<file path="src/rtl/vga_sync_gen_if.sv">
// Video timing bundle from the sync generator to the pixel client.
// master drives timing; slave is the consuming pixel pipeline.
interface vga_sync_gen_if;
    logic        HS;
    logic        VS;
    logic        HBlank;
    logic        VBlank;
    logic [10:0] CurrentX;
    logic [10:0] CurrentY;
    logic        PixelTick;
    logic        LineStart;
    logic        FrameStart;

    modport master (
        output HS, VS, HBlank, VBlank,
        output CurrentX, CurrentY,
        output PixelTick, LineStart, FrameStart
    );

    modport slave (
        input HS, VS, HBlank, VBlank,
        input CurrentX, CurrentY,
        input PixelTick, LineStart, FrameStart
    );
endinterface

</file>
<file path="src/rtl/vga_sync_gen.sv">
// Free-running VGA timing generator: pixel-rate divider, X/Y counters
// and registered sync/blank/strobe flags decoded from the next position.
module vga_sync_gen #(
    parameter int CLK_DIV         = 4,
    parameter int H_ACTIVE        = 640,
    parameter int H_FP            = 16,
    parameter int H_SYNC          = 96,
    parameter int H_BP            = 48,
    parameter int V_ACTIVE        = 480,
    parameter int V_FP            = 10,
    parameter int V_SYNC          = 2,
    parameter int V_BP            = 33,
    parameter bit SYNC_ACTIVE_LOW = 1'b1
) (
    input  logic           CLK_100MHz,
    input  logic           Reset,
    vga_sync_gen_if.master vga
);
    localparam int H_TOTAL = H_ACTIVE + H_FP + H_SYNC + H_BP;
    localparam int V_TOTAL = V_ACTIVE + V_FP + V_SYNC + V_BP;
    localparam int HS_LO   = H_ACTIVE + H_FP;
    localparam int HS_HI   = HS_LO + H_SYNC;
    localparam int VS_LO   = V_ACTIVE + V_FP;
    localparam int VS_HI   = VS_LO + V_SYNC;
    localparam int DW      = $clog2(CLK_DIV);

    localparam logic [DW-1:0] DIV_LAST = DW'(CLK_DIV - 1);
    localparam logic [DW-1:0] DIV_ADV  = DW'(CLK_DIV - 2);
    localparam logic [10:0]   X_LAST   = 11'(H_TOTAL - 1);
    localparam logic [10:0]   Y_LAST   = 11'(V_TOTAL - 1);

    generate
        if (H_TOTAL > 2048 || V_TOTAL > 2048 || CLK_DIV < 2) begin : g_bad_cfg
            $error("vga_sync_gen: timing parameters out of range");
        end
    endgenerate

    function automatic logic in_win(input logic [10:0] v, input int lo, input int hi);
        int vi;
        vi = int'(v);
        return (vi >= lo) && (vi < hi);
    endfunction

    logic [DW-1:0] div_q, div_nxt;
    logic [10:0]   x_q, y_q, x_nxt, y_nxt;
    logic          adv;
    logic          hs_q, vs_q, hb_q, vb_q;
    logic          pt_q, ls_q, fs_q;

    // Advance lands on the edge where div reaches its last value, so the
    // first step after reset comes CLK_DIV-1 clocks later.
    always_comb begin
        adv     = (div_q == DIV_ADV);
        div_nxt = (div_q == DIV_LAST) ? '0 : div_q + DW'(1);
        x_nxt   = x_q;
        y_nxt   = y_q;
        if (adv) begin
            if (x_q == X_LAST) begin
                x_nxt = '0;
                y_nxt = (y_q == Y_LAST) ? '0 : y_q + 11'd1;
            end else begin
                x_nxt = x_q + 11'd1;
            end
        end
    end

    always_ff @(posedge CLK_100MHz) begin
        if (Reset) begin
            div_q <= '0;
            x_q   <= '0;
            y_q   <= '0;
            hb_q  <= 1'b0;
            vb_q  <= 1'b0;
            hs_q  <= SYNC_ACTIVE_LOW;
            vs_q  <= SYNC_ACTIVE_LOW;
            pt_q  <= 1'b0;
            ls_q  <= 1'b0;
            fs_q  <= 1'b0;
        end else begin
            div_q <= div_nxt;
            x_q   <= x_nxt;
            y_q   <= y_nxt;
            pt_q  <= adv;
            ls_q  <= adv && (x_nxt == '0);
            fs_q  <= adv && (x_nxt == '0) && (y_nxt == '0);
            // Flags follow the position they are registered with.
            hb_q  <= int'(x_nxt) >= H_ACTIVE;
            vb_q  <= int'(y_nxt) >= V_ACTIVE;
            hs_q  <= in_win(x_nxt, HS_LO, HS_HI) ? ~SYNC_ACTIVE_LOW : SYNC_ACTIVE_LOW;
            vs_q  <= in_win(y_nxt, VS_LO, VS_HI) ? ~SYNC_ACTIVE_LOW : SYNC_ACTIVE_LOW;
        end
    end

    assign vga.HS         = hs_q;
    assign vga.VS         = vs_q;
    assign vga.HBlank     = hb_q;
    assign vga.VBlank     = vb_q;
    assign vga.CurrentX   = x_q;
    assign vga.CurrentY   = y_q;
    assign vga.PixelTick  = pt_q;
    assign vga.LineStart  = ls_q;
    assign vga.FrameStart = fs_q;
endmodule

</file>
<file path="src/flat_wrapper.sv">
// flat-port wrapper written by rule: the top's interface ports become plain ports
module vga_sync_gen_flat 
#(
    parameter int CLK_DIV         = 4,
    parameter int H_ACTIVE        = 640,
    parameter int H_FP            = 16,
    parameter int H_SYNC          = 96,
    parameter int H_BP            = 48,
    parameter int V_ACTIVE        = 480,
    parameter int V_FP            = 10,
    parameter int V_SYNC          = 2,
    parameter int V_BP            = 33,
    parameter bit SYNC_ACTIVE_LOW = 1'b1
)
  (CLK_100MHz, Reset, vga_HS, vga_VS, vga_HBlank, vga_VBlank, vga_CurrentX, vga_CurrentY, vga_PixelTick, vga_LineStart, vga_FrameStart);
  vga_sync_gen_if vga_i ();
  input  logic CLK_100MHz;
  input  logic Reset;
  output wire logic [$bits(vga_i.HS)-1:0] vga_HS;
  output wire logic [$bits(vga_i.VS)-1:0] vga_VS;
  output wire logic [$bits(vga_i.HBlank)-1:0] vga_HBlank;
  output wire logic [$bits(vga_i.VBlank)-1:0] vga_VBlank;
  output wire logic [$bits(vga_i.CurrentX)-1:0] vga_CurrentX;
  output wire logic [$bits(vga_i.CurrentY)-1:0] vga_CurrentY;
  output wire logic [$bits(vga_i.PixelTick)-1:0] vga_PixelTick;
  output wire logic [$bits(vga_i.LineStart)-1:0] vga_LineStart;
  output wire logic [$bits(vga_i.FrameStart)-1:0] vga_FrameStart;
  assign vga_HS = vga_i.HS;
  assign vga_VS = vga_i.VS;
  assign vga_HBlank = vga_i.HBlank;
  assign vga_VBlank = vga_i.VBlank;
  assign vga_CurrentX = vga_i.CurrentX;
  assign vga_CurrentY = vga_i.CurrentY;
  assign vga_PixelTick = vga_i.PixelTick;
  assign vga_LineStart = vga_i.LineStart;
  assign vga_FrameStart = vga_i.FrameStart;
  vga_sync_gen #(.CLK_DIV(CLK_DIV), .H_ACTIVE(H_ACTIVE), .H_FP(H_FP), .H_SYNC(H_SYNC), .H_BP(H_BP), .V_ACTIVE(V_ACTIVE), .V_FP(V_FP), .V_SYNC(V_SYNC), .V_BP(V_BP), .SYNC_ACTIVE_LOW(SYNC_ACTIVE_LOW)) u_core (.CLK_100MHz(CLK_100MHz), .Reset(Reset), .vga(vga_i));
endmodule
</file>
<file path="config.mk">
export PLATFORM = sky130hd
export DESIGN_NAME = vga_sync_gen_flat
export DESIGN_NICKNAME = d
export VERILOG_FILES = /design/src/rtl/vga_sync_gen_if.sv /design/src/rtl/vga_sync_gen.sv /design/src/flat_wrapper.sv
export SDC_FILE = /design/constraint.sdc
export NUM_CORES = 1
export LEC_CHECK = 0
export BUFFER_PORTS_ARGS = -buffer_cell sky130_fd_sc_hd__buf_2
export CAP_MARGIN = 20
export CORE_MARGIN = 2
export CORE_UTILIZATION = 62
export CTS_BUF_LIST = sky130_fd_sc_hd__clkbuf_8
export CTS_CLUSTER_DIAMETER = 30
export CTS_CLUSTER_SIZE = 16
export DETAILED_ROUTE_END_ITERATION = 8
export GPL_TIMING_DRIVEN = 1
export PLACE_DENSITY = 0.87
export SYNTH_ARGS = -nofsm -noshare
export SYNTH_HDL_FRONTEND = slang
export SYNTH_SLANG_ARGS = --single-unit
</file>
<file path="constraint.sdc">
create_clock -name CLK_100MHz -period 4.85 [get_ports CLK_100MHz]
set_input_delay 0.485 -clock CLK_100MHz [delete_from_list [all_inputs] [get_ports CLK_100MHz]]
set_output_delay 0.485 -clock CLK_100MHz [all_outputs]
set_load 0.01 [all_outputs]
</file>
* Yosys cells after proc, flatten, opt, wreduce, memory -nomap -nowiden
Index checks and enable logic that the tools add are counted.
Word-level totals: logic and storage cells 37, register bits 31, input bits 2, output and inout port bits 29
Operators by class: magnitude comparators 6, reduce and logical (&&, ||, !) cells 7, add/subtract/negate cells 3, eq/ne operators 4, muxes and demuxes 7
Operator list (count):
- two-way mux 11 bit | 5
- adder 11 x 1 -> 11 bit, second input constant | 2
- equality test 11 x 10 -> 1 bit, second input constant | 2
- greater-or-equal comparator 11 x 10 -> 1 bit, second input constant | 2
- greater-or-equal comparator 11 x 9 -> 1 bit, second input constant | 2
- zero test 11 bit | 2
- < comparator 11 x 10 -> 1 bit, second input constant | 1
- < comparator 11 x 9 -> 1 bit, second input constant | 1
- equality test 2 bit, second input constant | 2
- logical AND 1 bit | 4
- adder 2 x 1 -> 2 bit, second input constant | 1
- two-way mux 1 bit | 2
- OR reduction 2 bit | 1

* Logic depth before layout (Yosys ltp)
word-level depth 7, depth in mapped cells 10, gate-level depth less buffers 8

* Worst setup path before layout
No wires, ideal clock.
kind reg2reg, start reg u_core.x_q[0], in the netlist u_core.vga.CurrentX[0], end reg u_core.vs_q, in the netlist u_core.vga.VS, cell stages (with the launch flop) 8, buffers on the path 1, arrival 2.403 ns, clock period less this slack 2.537 ns, data required time 4.716 ns, path slack 2.313 ns, setup time 0.134 ns, path through dfxtp_1 ha_1 nand3_1 or4_4 buf_6 o31ai_4 nand4_1 or4b_1
Between the ends: word-level cells in the longest chain between the ends 6, elaborated cells on any way between the ends 7, those cells by class 2 x order compare; 1 x eq/ne; 3 x mux; 1 x reduce/logical
Ends and longest elaborated chain:
- start: declaration | RTL line vga_sync_gen.sv:45 | logic [10:0] x_q, y_q, x_nxt, y_nxt;
- start signal: assignment | RTL line vga_sync_gen.sv:81 | x_q <= x_nxt;
- equality test 11 x 10 -> 1 bit (*) | RTL line vga_sync_gen.sv:58 | if (x_q == X_LAST) begin
- two-way mux 11 bit (*) | RTL line vga_sync_gen.sv:58
- two-way mux 11 bit (*) | RTL line vga_sync_gen.sv:57 | if (adv) begin
- greater-or-equal comparator 11 x 9 -> 1 bit or < comparator 11 x 9 -> 1 bit (tied branches) | RTL line vga_sync_gen.sv:41 | return (vi >= lo) && (vi < hi);
- logical AND 1 bit (*) | RTL line vga_sync_gen.sv:41
- two-way mux 1 bit (*) | RTL line vga_sync_gen.sv:90 | vs_q <= in_win(y_nxt, VS_LO, VS_HI) ? ~SYNC_ACTIVE_LOW : SYNC_ACTIVE_LOW;
- end signal: assignment | RTL line vga_sync_gen.sv:90
- end: declaration | RTL line vga_sync_gen.sv:47 | logic hs_q, vs_q, hb_q, vb_q;
Mark *: on every way between the ends. The rest lies on a longest branch, timed or not. A chain may end at the register's enable or synchronous reset.

* Worst setup path after layout
Ends and elaborated chain as after synthesis.

==> results.py <==
metrics = {
    "power": {
        "sw_frac_of_total_pct": 21.9,
        "p_sw_mw": 0.110,
        "comb_power_share_pct": 3.7,
        "p_leak_nw": 0.776,
        "p_clk_share_pct": 44.1,
        "peakVddDrop_uv": 291,
        "p_seq_share_pct": 52.2,
        "powerDensity_nw_per_um2": 249,
        "p_int_mw": 0.392,
    },
    "final_layout": {
        "final_cell_mix": "31 x dfxtp_1, 30 x buf_2, 25 x nor2_1",
        "ff_latch_area_um2": 621,
        "diodes": 0,
        "final_common_cell": "dfxtp_1",
        "fill_cells": 228,
        "area_growth_pct": 11.1,
        "nNetsFinal": 251,
        "layout-drive-gt1-share_pct": 18.0,
        "multi_input_area_um2": 1090,
        "stdcell_area_um2": 2020,
        "fin_cells": 276,
    },
    "setup_path": {
        "worst-path-max-fanout": 15,
        "end_kind": "flop",
        "cp_data_required_time_ps": 5010,
        "critical_path_arrival_ps": 3200,
        "cp_cell_sequence": "ha_1 -> nand3_1 -> nor4_4 -> nand3_1 -> xor2_1 -> or3_1 -> or4b_1",
        "crit_buf_inv": 0,
        "cpLargestDelayFamily": "simple AND/OR/NAND/NOR gates",
        "worstSetupPathType": "flop to flop",
        "critical-path-slowest-cell": "nor4_4",
        "crit_top_cell": "nand3_1",
        "crit_path_max_incr_delay_ps": 680,
        "cp-start-kind": "flop",
    },
    "place": {
        "place_area_um2": 1920,
        "place_hpwl_mm": 2.86,
        "portBuffers": 30,
        "gp_congestion": 0.882,
        "dpl.cell_count": 268,
    },
    "clock_network": {
        "h-tree-depth": 2,
        "postCtsHoldBufs": 0,
        "clockRootBuffer": "clkbuf_8",
        "clkTransAtPathRegs_ps": 60,
        "cts_tree": "done",
        "cts_resized": 0,
        "clockBufferDepth": 2,
        "clk_latency_ps": 280,
        "clock-sinks": 31,
        "postCtsSetupRepairBufs": 0,
        "cts_buffers": 5,
    },
    "drt": {
        "via_count": 1695,
        "avgViaCountPerCell": 6.14,
        "routed_wirelength_mm": 3.98,
        "drt_iter0_markers": 104,
        "wl_per_cell_um": 14.4,
        "detail-route-antenna-nets": 0,
        "drt_pass1_iterations": 4,
        "post-route-drc-count": 0,
    },
    "die": {
        "coreArea_um2": 2780,
        "initial_core_util_pct": 65.4,
        "rows": 19,
        "die_area_um2": 3380,
        "ioPinCount": 31,
        "chipHeight_um": 58.2,
        "die-width_um": 58.2,
    },
    "status": {
        "status": "complete, no violations",
    },
    "synthesis": {
        "postSynth.asyncResetShare_pct": 0,
        "synth_edf_count": 0,
        "syn_inst": 225,
        "ys.flop_type": "dfxtp_1",
        "syn_area_um2": 1820,
        "ys_ff_latch": 31,
        "synth_cell_types": 50,
        "syn_nets": 232,
        "synth_warnings": 0,
        "syn_area_per_cell_um2": 8.09,
        "yosysSeqAreaShare_pct": 34.1,
    },
    "global_routing": {
        "grt_max_degree": 28,
        "overflow": 0,
        "grt_pass1_wl_mm": 6.65,
        "grt_pass1_vias": 1500,
        "antenna_found_initial": 0,
        "grt_usage_pct": 25.6,
    },
    "sta": {
        "worst_slew_pin_slew_ps": 739,
        "fmax_mhz": 329,
        "setup_tns_ps": 0,
        "rsz0062_at_grt": "false",
        "setup-violations-final": 0,
        "finalClockSkew_ps": 2.77,
        "finalCriticalPeriod_ps": 3040,
        "hold_violations": 0,
        "finalMaxSlewViolations": 0,
        "maxSlewHeadroom_pct": 50.3,
        "period_share_pct": 62.7,
    },
    "hold_path": {
        "hold_class": "flop to flop",
    },
    "run": {
        "maxCapViolCount": 0,
    },
}
## state kept, by name, summed over array words and instances, names as in the netlist
signal,flops
u_core.vga.LineStart,1
u_core.vga.VS,1
u_core.vga.FrameStart,1
u_core.vga.HBlank,1
u_core.vga.HS,1
u_core.div_q,2
u_core.vga.CurrentY,11
u_core.vga.VBlank,1
u_core.vga.CurrentX,11
u_core.vga.PixelTick,1
## through the flow
step	hold slack [ps]	utilization [%]	total power [mW]	worst slack [ps]
after floorplan	429	-	0.281	2310
after global placement	440	69.1	0.286	1930
after detailed placement	454	69.1	0.287	1840
after CTS	462	72.7	0.504	1830
after global routing	496	72.7	0.517	1580
final	457	72.7	0.503	1810
## cell families (layout without fill, tap and decap cells)
| group | after synthesis | after routing | synth area share, % |
|---|---|---|---|
| compound gates | 36 | 36 | 13.5 |
| xor+xnor | 18 | 18 | 8.67 |
| fa+ha+maj | 5 | 5 | 3.44 |
| buf+inv | 24 | 44 | 5.98 |
| flops | 31 | 31 | 34.1 |
| mux | 2 | 2 | 1.10 |
| simple gates | 109 | 109 | 33.2 |
## cells in the mapped netlist (2+ instances only)
cell | number | area, µm²
a21o_1 | 2 | 15.0
o21ai_0 | 9 | 45.0
xor2_1 | 8 | 70.1
ha_1 | 5 | 62.6
nor2_1 | 25 | 93.8
or3_1 | 4 | 25.0
nand2_1 | 21 | 78.8
or4_1 | 2 | 15.0
dfxtp_1 | 31 | 621
a21oi_1 | 11 | 55.1
nand4_1 | 9 | 56.3
inv_1 | 6 | 22.5
a41oi_1 | 2 | 17.5
nor4_1 | 5 | 31.3
nor3_1 | 17 | 85.1
clkbuf_1 | 9 | 33.8
mux2i_1 | 2 | 20.0
and3_1 | 2 | 12.5
nand3_1 | 10 | 50.1
buf_2 | 6 | 30.0
xnor2_1 | 10 | 87.6
## path summary, 6_finish.rpt
check / startpoint / endpoint / slack (ps) / depth (start not counted)
worst min-delay path: u_core.div_q[0]$_SDFF_PP0_ / u_core.div_q[0]$_SDFF_PP0_ / 460 / 1
worst max-delay path: u_core.vga.CurrentX[0]$_SDFF_PP0_ / u_core.vga.VS$_SDFF_PP1_ / 1810 / 7
worst max register to register: u_core.vga.CurrentX[0]$_SDFF_PP0_ / u_core.vga.VS$_SDFF_PP1_ / 1810 / 7
worst min register to register: u_core.div_q[0]$_SDFF_PP0_ / u_core.div_q[0]$_SDFF_PP0_ / 460 / 1
## power groups by stage
stage | Clock [mW] | Sequential [mW] | Combinational (mW)
floorplan | 0 | 0.268 | 0.0128
global placement | 0 | 0.267 | 0.0182
detailed placement | 0 | 0.268 | 0.0186
CTS | 0.223 | 0.262 | 0.0186
global route | 0.233 | 0.263 | 0.0214
finish | 0.222 | 0.262 | 0.0186
## routing by layer
metal  vias up  share of wire (%)  global-route usage [%]
li1        848                  -                       -
met1       775                 43                    31.0
met2        56                 48                    41.9
met3        16                5.8                    5.13
met4         0                3.0                    15.0
met5         -                  0                       0
## final cells by class
cell class	instances	share of cell area (%)
Multi-Input combinational cell	170	53.9
Sequential cell	31	30.7
Timing Repair Buffer	30	7.43
Clock buffer	7	4.76
Tap cell	31	1.92
Inverter	6	1.11
Clock inverter	1	0.186
No activity file was read; power rests on OpenSTA's default activity.
